**src/rtl/instruction_fetch_queue_if.sv**
```systemverilog
// Fetch-queue boundary: instruction-memory request/response, branch redirect and decode-side handshake.
interface instruction_fetch_queue_if #(
  parameter int DEPTH = 4
);
  logic                         imem_req_valid;
  logic [63:0]                  imem_req_addr;
  logic                         imem_req_ready;
  logic                         imem_resp_valid;
  logic [31:0]                  imem_resp_data;
  logic                         redirect_valid;
  logic [63:0]                  redirect_pc;
  logic                         inst_valid;
  logic [31:0]                  inst_data;
  logic [63:0]                  inst_pc;
  logic                         inst_ready;
  logic [$clog2(DEPTH+1)-1:0]   queue_count;

  modport master (
    output imem_req_valid, imem_req_addr,
    input  imem_req_ready, imem_resp_valid, imem_resp_data,
    input  redirect_valid, redirect_pc,
    output inst_valid, inst_data, inst_pc, queue_count,
    input  inst_ready
  );

  modport slave (
    input  imem_req_valid, imem_req_addr,
    output imem_req_ready, imem_resp_valid, imem_resp_data,
    output redirect_valid, redirect_pc,
    input  inst_valid, inst_data, inst_pc, queue_count,
    output inst_ready
  );
endinterface

```
**src/rtl/instruction_fetch_queue.sv**
```systemverilog
// Fetch PC + one-outstanding imem fetch + in-order instruction queue; 1-cycle response-to-head latency,
// or zero with IFQ_BYPASS_EN; requests stall while the queue is full, redirect flushes and refetches.
module instruction_fetch_queue #(
  parameter int          DEPTH    = 4,
  parameter logic [63:0] RESET_PC = 64'd0
) (
  input  logic                        clk,
  input  logic                        reset_n,
  instruction_fetch_queue_if.master   ifq
);
  localparam int PTR_W = $clog2(DEPTH);
  localparam int CNT_W = $clog2(DEPTH + 1);

  typedef enum logic [1:0] {IDLE, REQ, WAIT, DROP} state_t;

  state_t             state, stateNext;
  logic [63:0]        fetchPc;
  logic [63:0]        issuedPc;
  logic [63:0]        entryPc   [DEPTH];
  logic [31:0]        entryData [DEPTH];
  logic [PTR_W-1:0]   wrPtr, rdPtr;
  logic [CNT_W-1:0]   count;

  logic reqFire;
  logic respAccept;
  logic bypassTaken;
  logic push;
  logic pop;

  assign ifq.imem_req_valid = (state == REQ) && (count < CNT_W'(DEPTH));
  assign ifq.imem_req_addr  = {fetchPc[63:2], 2'b00};
  assign ifq.queue_count    = count;
  assign reqFire            = ifq.imem_req_valid && ifq.imem_req_ready;

  always_ff @(posedge clk or negedge reset_n) begin
    if (!reset_n) state <= IDLE;
    else          state <= stateNext;
  end

  // A request accepted in a redirect cycle is still outstanding, so its response must be dropped.
  always_comb begin
    stateNext  = state;
    respAccept = 1'b0;
    unique case (state)
      IDLE: stateNext = REQ;
      REQ: begin
        if (ifq.redirect_valid) stateNext = reqFire ? DROP : REQ;
        else if (reqFire)       stateNext = WAIT;
      end
      WAIT: begin
        if (ifq.redirect_valid) begin
          stateNext = ifq.imem_resp_valid ? REQ : DROP;
        end else if (ifq.imem_resp_valid) begin
          stateNext  = REQ;
          respAccept = 1'b1;
        end
      end
      DROP: if (ifq.imem_resp_valid) stateNext = REQ;
      default: stateNext = IDLE;
    endcase
  end

`ifdef IFQ_BYPASS_EN
  logic bypassVld;
  assign bypassVld      = (count == '0) && respAccept;
  assign bypassTaken    = bypassVld && ifq.inst_ready;
  assign ifq.inst_valid = (count != '0) || bypassVld;
  assign ifq.inst_data  = (count != '0) ? entryData[rdPtr] : ifq.imem_resp_data;
  assign ifq.inst_pc    = (count != '0) ? entryPc[rdPtr]   : issuedPc;
`else
  assign bypassTaken    = 1'b0;
  assign ifq.inst_valid = (count != '0);
  assign ifq.inst_data  = entryData[rdPtr];
  assign ifq.inst_pc    = entryPc[rdPtr];
`endif

  assign push = respAccept && !bypassTaken;
  assign pop  = (count != '0) && ifq.inst_ready && !ifq.redirect_valid;

  always_ff @(posedge clk or negedge reset_n) begin
    if (!reset_n) begin
      fetchPc  <= RESET_PC;
      issuedPc <= '0;
    end else begin
      if (reqFire) issuedPc <= fetchPc;
      if (ifq.redirect_valid) fetchPc <= {ifq.redirect_pc[63:2], 2'b00};
      else if (reqFire)       fetchPc <= fetchPc + 64'd4;
    end
  end

  always_ff @(posedge clk or negedge reset_n) begin
    if (!reset_n) begin
      for (int i = 0; i < DEPTH; i++) begin
        entryPc[i]   <= '0;
        entryData[i] <= '0;
      end
      wrPtr <= '0;
      rdPtr <= '0;
      count <= '0;
    end else if (ifq.redirect_valid) begin
      wrPtr <= '0;
      rdPtr <= '0;
      count <= '0;
    end else begin
      if (push) begin
        entryPc[wrPtr]   <= issuedPc;
        entryData[wrPtr] <= ifq.imem_resp_data;
        wrPtr            <= wrPtr + PTR_W'(1);
      end
      if (pop) rdPtr <= rdPtr + PTR_W'(1);
      if (push && !pop)      count <= count + CNT_W'(1);
      else if (!push && pop) count <= count - CNT_W'(1);
    end
  end
endmodule

```
**src/flat_wrapper.sv**
```systemverilog
// flat-port wrapper written by rule: the top's interface ports become plain ports
module instruction_fetch_queue_flat 
#(
  parameter int          DEPTH    = 4,
  parameter logic [63:0] RESET_PC = 64'd0
)
  (clk, reset_n, ifq_imem_req_valid, ifq_imem_req_addr, ifq_imem_req_ready, ifq_imem_resp_valid, ifq_imem_resp_data, ifq_redirect_valid, ifq_redirect_pc, ifq_inst_valid, ifq_inst_data, ifq_inst_pc, ifq_queue_count, ifq_inst_ready);
  instruction_fetch_queue_if #(.DEPTH(DEPTH)) ifq_i ();
  input  logic clk;
  input  logic reset_n;
  output wire logic [$bits(ifq_i.imem_req_valid)-1:0] ifq_imem_req_valid;
  output wire logic [$bits(ifq_i.imem_req_addr)-1:0] ifq_imem_req_addr;
  input wire logic [$bits(ifq_i.imem_req_ready)-1:0] ifq_imem_req_ready;
  input wire logic [$bits(ifq_i.imem_resp_valid)-1:0] ifq_imem_resp_valid;
  input wire logic [$bits(ifq_i.imem_resp_data)-1:0] ifq_imem_resp_data;
  input wire logic [$bits(ifq_i.redirect_valid)-1:0] ifq_redirect_valid;
  input wire logic [$bits(ifq_i.redirect_pc)-1:0] ifq_redirect_pc;
  output wire logic [$bits(ifq_i.inst_valid)-1:0] ifq_inst_valid;
  output wire logic [$bits(ifq_i.inst_data)-1:0] ifq_inst_data;
  output wire logic [$bits(ifq_i.inst_pc)-1:0] ifq_inst_pc;
  output wire logic [$bits(ifq_i.queue_count)-1:0] ifq_queue_count;
  input wire logic [$bits(ifq_i.inst_ready)-1:0] ifq_inst_ready;
  assign ifq_imem_req_valid = ifq_i.imem_req_valid;
  assign ifq_imem_req_addr = ifq_i.imem_req_addr;
  assign ifq_i.imem_req_ready = ifq_imem_req_ready;
  assign ifq_i.imem_resp_valid = ifq_imem_resp_valid;
  assign ifq_i.imem_resp_data = ifq_imem_resp_data;
  assign ifq_i.redirect_valid = ifq_redirect_valid;
  assign ifq_i.redirect_pc = ifq_redirect_pc;
  assign ifq_inst_valid = ifq_i.inst_valid;
  assign ifq_inst_data = ifq_i.inst_data;
  assign ifq_inst_pc = ifq_i.inst_pc;
  assign ifq_queue_count = ifq_i.queue_count;
  assign ifq_i.inst_ready = ifq_inst_ready;
  instruction_fetch_queue #(.DEPTH(DEPTH), .RESET_PC(RESET_PC)) u_core (.clk(clk), .reset_n(reset_n), .ifq(ifq_i));
endmodule
```
**config.mk**
```make
export PLATFORM = sky130hd
export DESIGN_NAME = instruction_fetch_queue_flat
export DESIGN_NICKNAME = d
export VERILOG_FILES = /design/src/rtl/instruction_fetch_queue_if.sv /design/src/rtl/instruction_fetch_queue.sv /design/src/flat_wrapper.sv
export SDC_FILE = /design/constraint.sdc
export NUM_CORES = 1
export LEC_CHECK = 0
export ABC_CLOCK_PERIOD_IN_PS = 2950
export CAP_MARGIN = 20
export CORE_MARGIN = 2
export CORE_UTILIZATION = 54
export CTS_BUF_LIST = sky130_fd_sc_hd__clkbuf_2 sky130_fd_sc_hd__clkbuf_4 sky130_fd_sc_hd__clkbuf_8
export DETAILED_ROUTE_END_ITERATION = 12
export GPL_ROUTABILITY_DRIVEN = 0
export PLACE_DENSITY_LB_ADDON = 0.08
export SKIP_LAST_GASP = 1
export SLEW_MARGIN = 0
export SYNTH_ARGS = -nofsm -noshare
export SYNTH_HDL_FRONTEND = slang
export SYNTH_SLANG_ARGS = --single-unit
```
**constraint.sdc**
```tcl
create_clock -name clk -period 2.95 [get_ports clk]
set_clock_uncertainty 0.1 [all_clocks]
set_input_delay 0.885 -clock clk [delete_from_list [all_inputs] [get_ports clk]]
set_output_delay 0.885 -clock clk [all_outputs]
set_load 0.02 [all_outputs]
```
==> metrics.md <==
| Metric | Value |
|---|---|
| Leakage power | between 10 and 15 nW |
| Fillers | 3070 |
| Final Power | about 23 mW |
| Worst setup EP type | primary output |
| Critical path launch point | u_core.rdPtr[0] |
| Dominant cells by area after synthesis | dfrtp_1 (56%), mux2_2 (19%), mux4_2 (9.3%) |
| Fmax | 310 MHz |
| Top cells by count, synth | dfrtp_1 (509), mux2_2 (380), nand2_1 (237) |
| Fin crit period | 3230 ps |
| Required time of the critical path | 1970 ps |
| Die H | 209 um |
| R2R setup slack | 390 ps |
| Seq/Total Area, Yosys | 0.562 |
| Routed Antenna Nets | 0 |
| Mux share of post-synthesis cell area | 0.284 |
| H-tree Lvls | 3 |
| Sink Count | 509 |
| RSZ-0062 raised after global routing | true |
| Vias in the first global route | 15600 |
| WL final | between 50000 and 60000 um |
| Failing checks | setup timing |
| Synthesized area | 22700 um2 |
| Async SR Flop Fraction | 1.00 |
| Fin. Hold Viols | 0 |
| First-pass GRT wire length | 89900 um |
| Fin worst setup slack | -277 ps |
| Worst-case reg-to-reg path depth | 6 |
| Kind of critical path | reg -> out |
| FP Rows | 75 |
| Post-Syn Area per Cell | 13.6 um2 |
| Non-Filler Instances | 2635 |
| Ys flop type | dfrtp_1 |
| Pwr/cell area | 805 nW/um2 |
| Vias post-DR | 15000 |
| Distinct cells, synth | 50 |
| CP Max Fanout | 6 |
| Flops & latches, synth | around 500 |
| Die ar. | 43600 um2 |
| Startpoint Class | flip-flop |
| Cell count after synthesis | about 1700 |
| Reg area | 12700 um2 |
| Area fraction in and, or, nand and nor cells after synthesis | 0.0888 |
| Outcome | complete, but fails checks |
| Initial antenna violation count | 2 |
| Synth-to-Final Area Change | 27.6% |
| Cell taking the most area after synthesis | dfrtp_1 |
| Slew Viols, Final | 0 |
| # hold bufs at CTS | 0 |
| Post-DP HPWL | 38500 um |
| Port Buffers | 260 |
| Hold Crit Class | in -> async |
| Setup WS pre-CTS | -352 ps |
| Pin count of the biggest net entering global routing | 73 |
| Max VDD drop | 0.439 mV |
| Max-slew headroom | 0.508 |
| Layout cells sized above 1 | 0.409 |
| Remaining Overflow, GRT | 0 |
| Reg2Reg Capture Point | u_core.fetchPc[50] |
| Post-layout util | 0.694 |
| DRC | 0 |
| Cell with the most instances after synthesis | dfrtp_1 |
| Final period util | 1.09 |
| Reg-to-Reg Start | u_core.fetchPc[15] |
| First-pass DRT Iterations | 5 |
| DIE WIDTH | 209 um |
| Worst-margin pin slew | roughly 730 ps |
| Synth warn | 0 |
| DR vias/cell | 5.71 |
| Nets | between 2000 and 2500 |
| CTS Buffer Depth | 3 |
| Post-DR wirelength/cell | 21.9 um |
| Setup TNS | -18380 ps |
| Multi-input combinational cell area | 9480 um2 |
| IO Pins | 267 |
| Synth Area in XOR/XNOR | 0.0155 |
| Final setup viols | 94 |
| Critical Path Max Stage Delay | 540 ps |
| EDFF count, synth | 0 |
| Adder-Cell Fraction of Synth Area | 0.00365 |
| Crit path DAT | 2240 ps |
| Compound-Gate Fraction of Synth Area | 0.0235 |
| CTS tree | yes |
| Root Driver | clkbuf_8 |
| Post-Place Cells | 2464 |
| Max Cap Viol | 0 |
| Crit-path cells | buf_12, buf_12, buf_4, mux4_2, buf_6 |
| Starting Density | 0.544 |
| Main combinational cell family by area after synthesis | multiplexers |
| CORE AREA | around 42000 um2 |
| CTS clk-pin slew, worst paths | about 60 ps |
| Share of the synthesized area in the top cell type | 0.562 |
| Worst skew pair latency | ~670 ps |
| Worst path slowest cell | dfrtp_4 |
| Gr usage total | 0.268 |
| Crit path top cell by count | buf_12 |
| TritonCTS Buffers | 85 |
| DR iter-0 viols | 892 |
what timing repair did:
item | CTS | global route
gates resized for setup | 459 | 115
gates cloned | 2 | 4
setup buffers | 10 | 5
endpoints found under the setup margin | 98 | 97
cell usage in the layout (no fill, tap or decap), types with 8 or more instances in the layout:
cell type | Yosys | routed
dfrtp_1 | 509 | 505
mux2_2 | 380 | 380
nand2_1 | 237 | 233
clkdlybuf4s50_1 | 0 | 159
clkbuf_8 | 0 | 111
mux4_2 | 94 | 94
buf_6 | 0 | 83
buf_4 | 4 | 66
o21ai_0 | 54 | 54
buf_12 | 0 | 39
nor2_1 | 37 | 37
nand3_1 | 30 | 30
clkbuf_4 | 0 | 30
nand4_1 | 26 | 26
xor2_1 | 21 | 21
a31oi_1 | 20 | 20
xnor2_1 | 19 | 19
nor4_1 | 17 | 17
or3_1 | 16 | 16
inv_1 | 14 | 14
buf_2 | 31 | 13
and3_1 | 10 | 10
nor3_1 | 9 | 9
and4_1 | 8 | 8
cell families after synthesis:
group | Yosys count
buf+inv | 121
fa+ha+maj | 6
compound gates | 92
mux | 477
other cells | 1
flops | 509
simple gates | 425
xor+xnor | 40
worst max-delay path by stage:
stage | to | slack [ps] | cells after the start
3_5_place_dp | u_core.fetchPc[40] | -350 | 6
3_3_place_gp | u_core.fetchPc[40] | -320 | 6
6_report | ifq_inst_pc[14] | -280 | 5
5_1_grt | ifq_inst_pc[12] | -340 | 5
4_1_cts | ifq_inst_data[20] | -340 | 4
2_1_floorplan | ifq_inst_pc[21] | 90 | 4
cell type report:
class / count / share of cell area
sequential: 509 / 0.441
antenna: 1 / 0.0000865
clock inverter: 12 / 0.00251
clock buffer: 141 / 0.0606
inverter: 14 / 0.00182
multi-input combinational: 1044 / 0.328
tap: 539 / 0.0233
timing repair buffer: 375 / 0.143
critical path: cells and delay by family, from the launching register on:
kind	cells	cell delay (ps)
flops	1	540
mux	1	430
buf+inv	4	590
metal layers:
layer | GRT usage | wire length, um
met1 | 0.369 | 25500
met5 | 0 | 13
met2 | 0.424 | 27600
met4 | 0.0837 | 1260
met3 | 0.0693 | 3290
metrics by stage:
step           instance area, um2  hold WS, ps
2_1_floorplan               22700          374
3_3_place_gp                26800          381
3_5_place_dp                26800          387
4_1_cts                     28600         20.3
5_1_grt                     28900         31.9
6_report                    28900         40.6
power breakdown:
group | switching, mW | total (mW) | leakage (nW) | internal, mW
registers | 1.05 | 9.19 | 6.79 | 8.14
clock network | 2.81 | 6.55 | 0.964 | 3.74
logic | 3.55 | 7.53 | 6.07 | 3.98
flip-flops by register name (all words and copies together) (netlist names):
name	cells
u_core.entryPc	248
u_core.entryData	128
u_core.fetchPc	62
u_core.issuedPc	62
u_core.ifq.queue_count	3
u_core.rdPtr	2
u_core.state	2
u_core.wrPtr	2
Power figures use the tool's default switching activity.
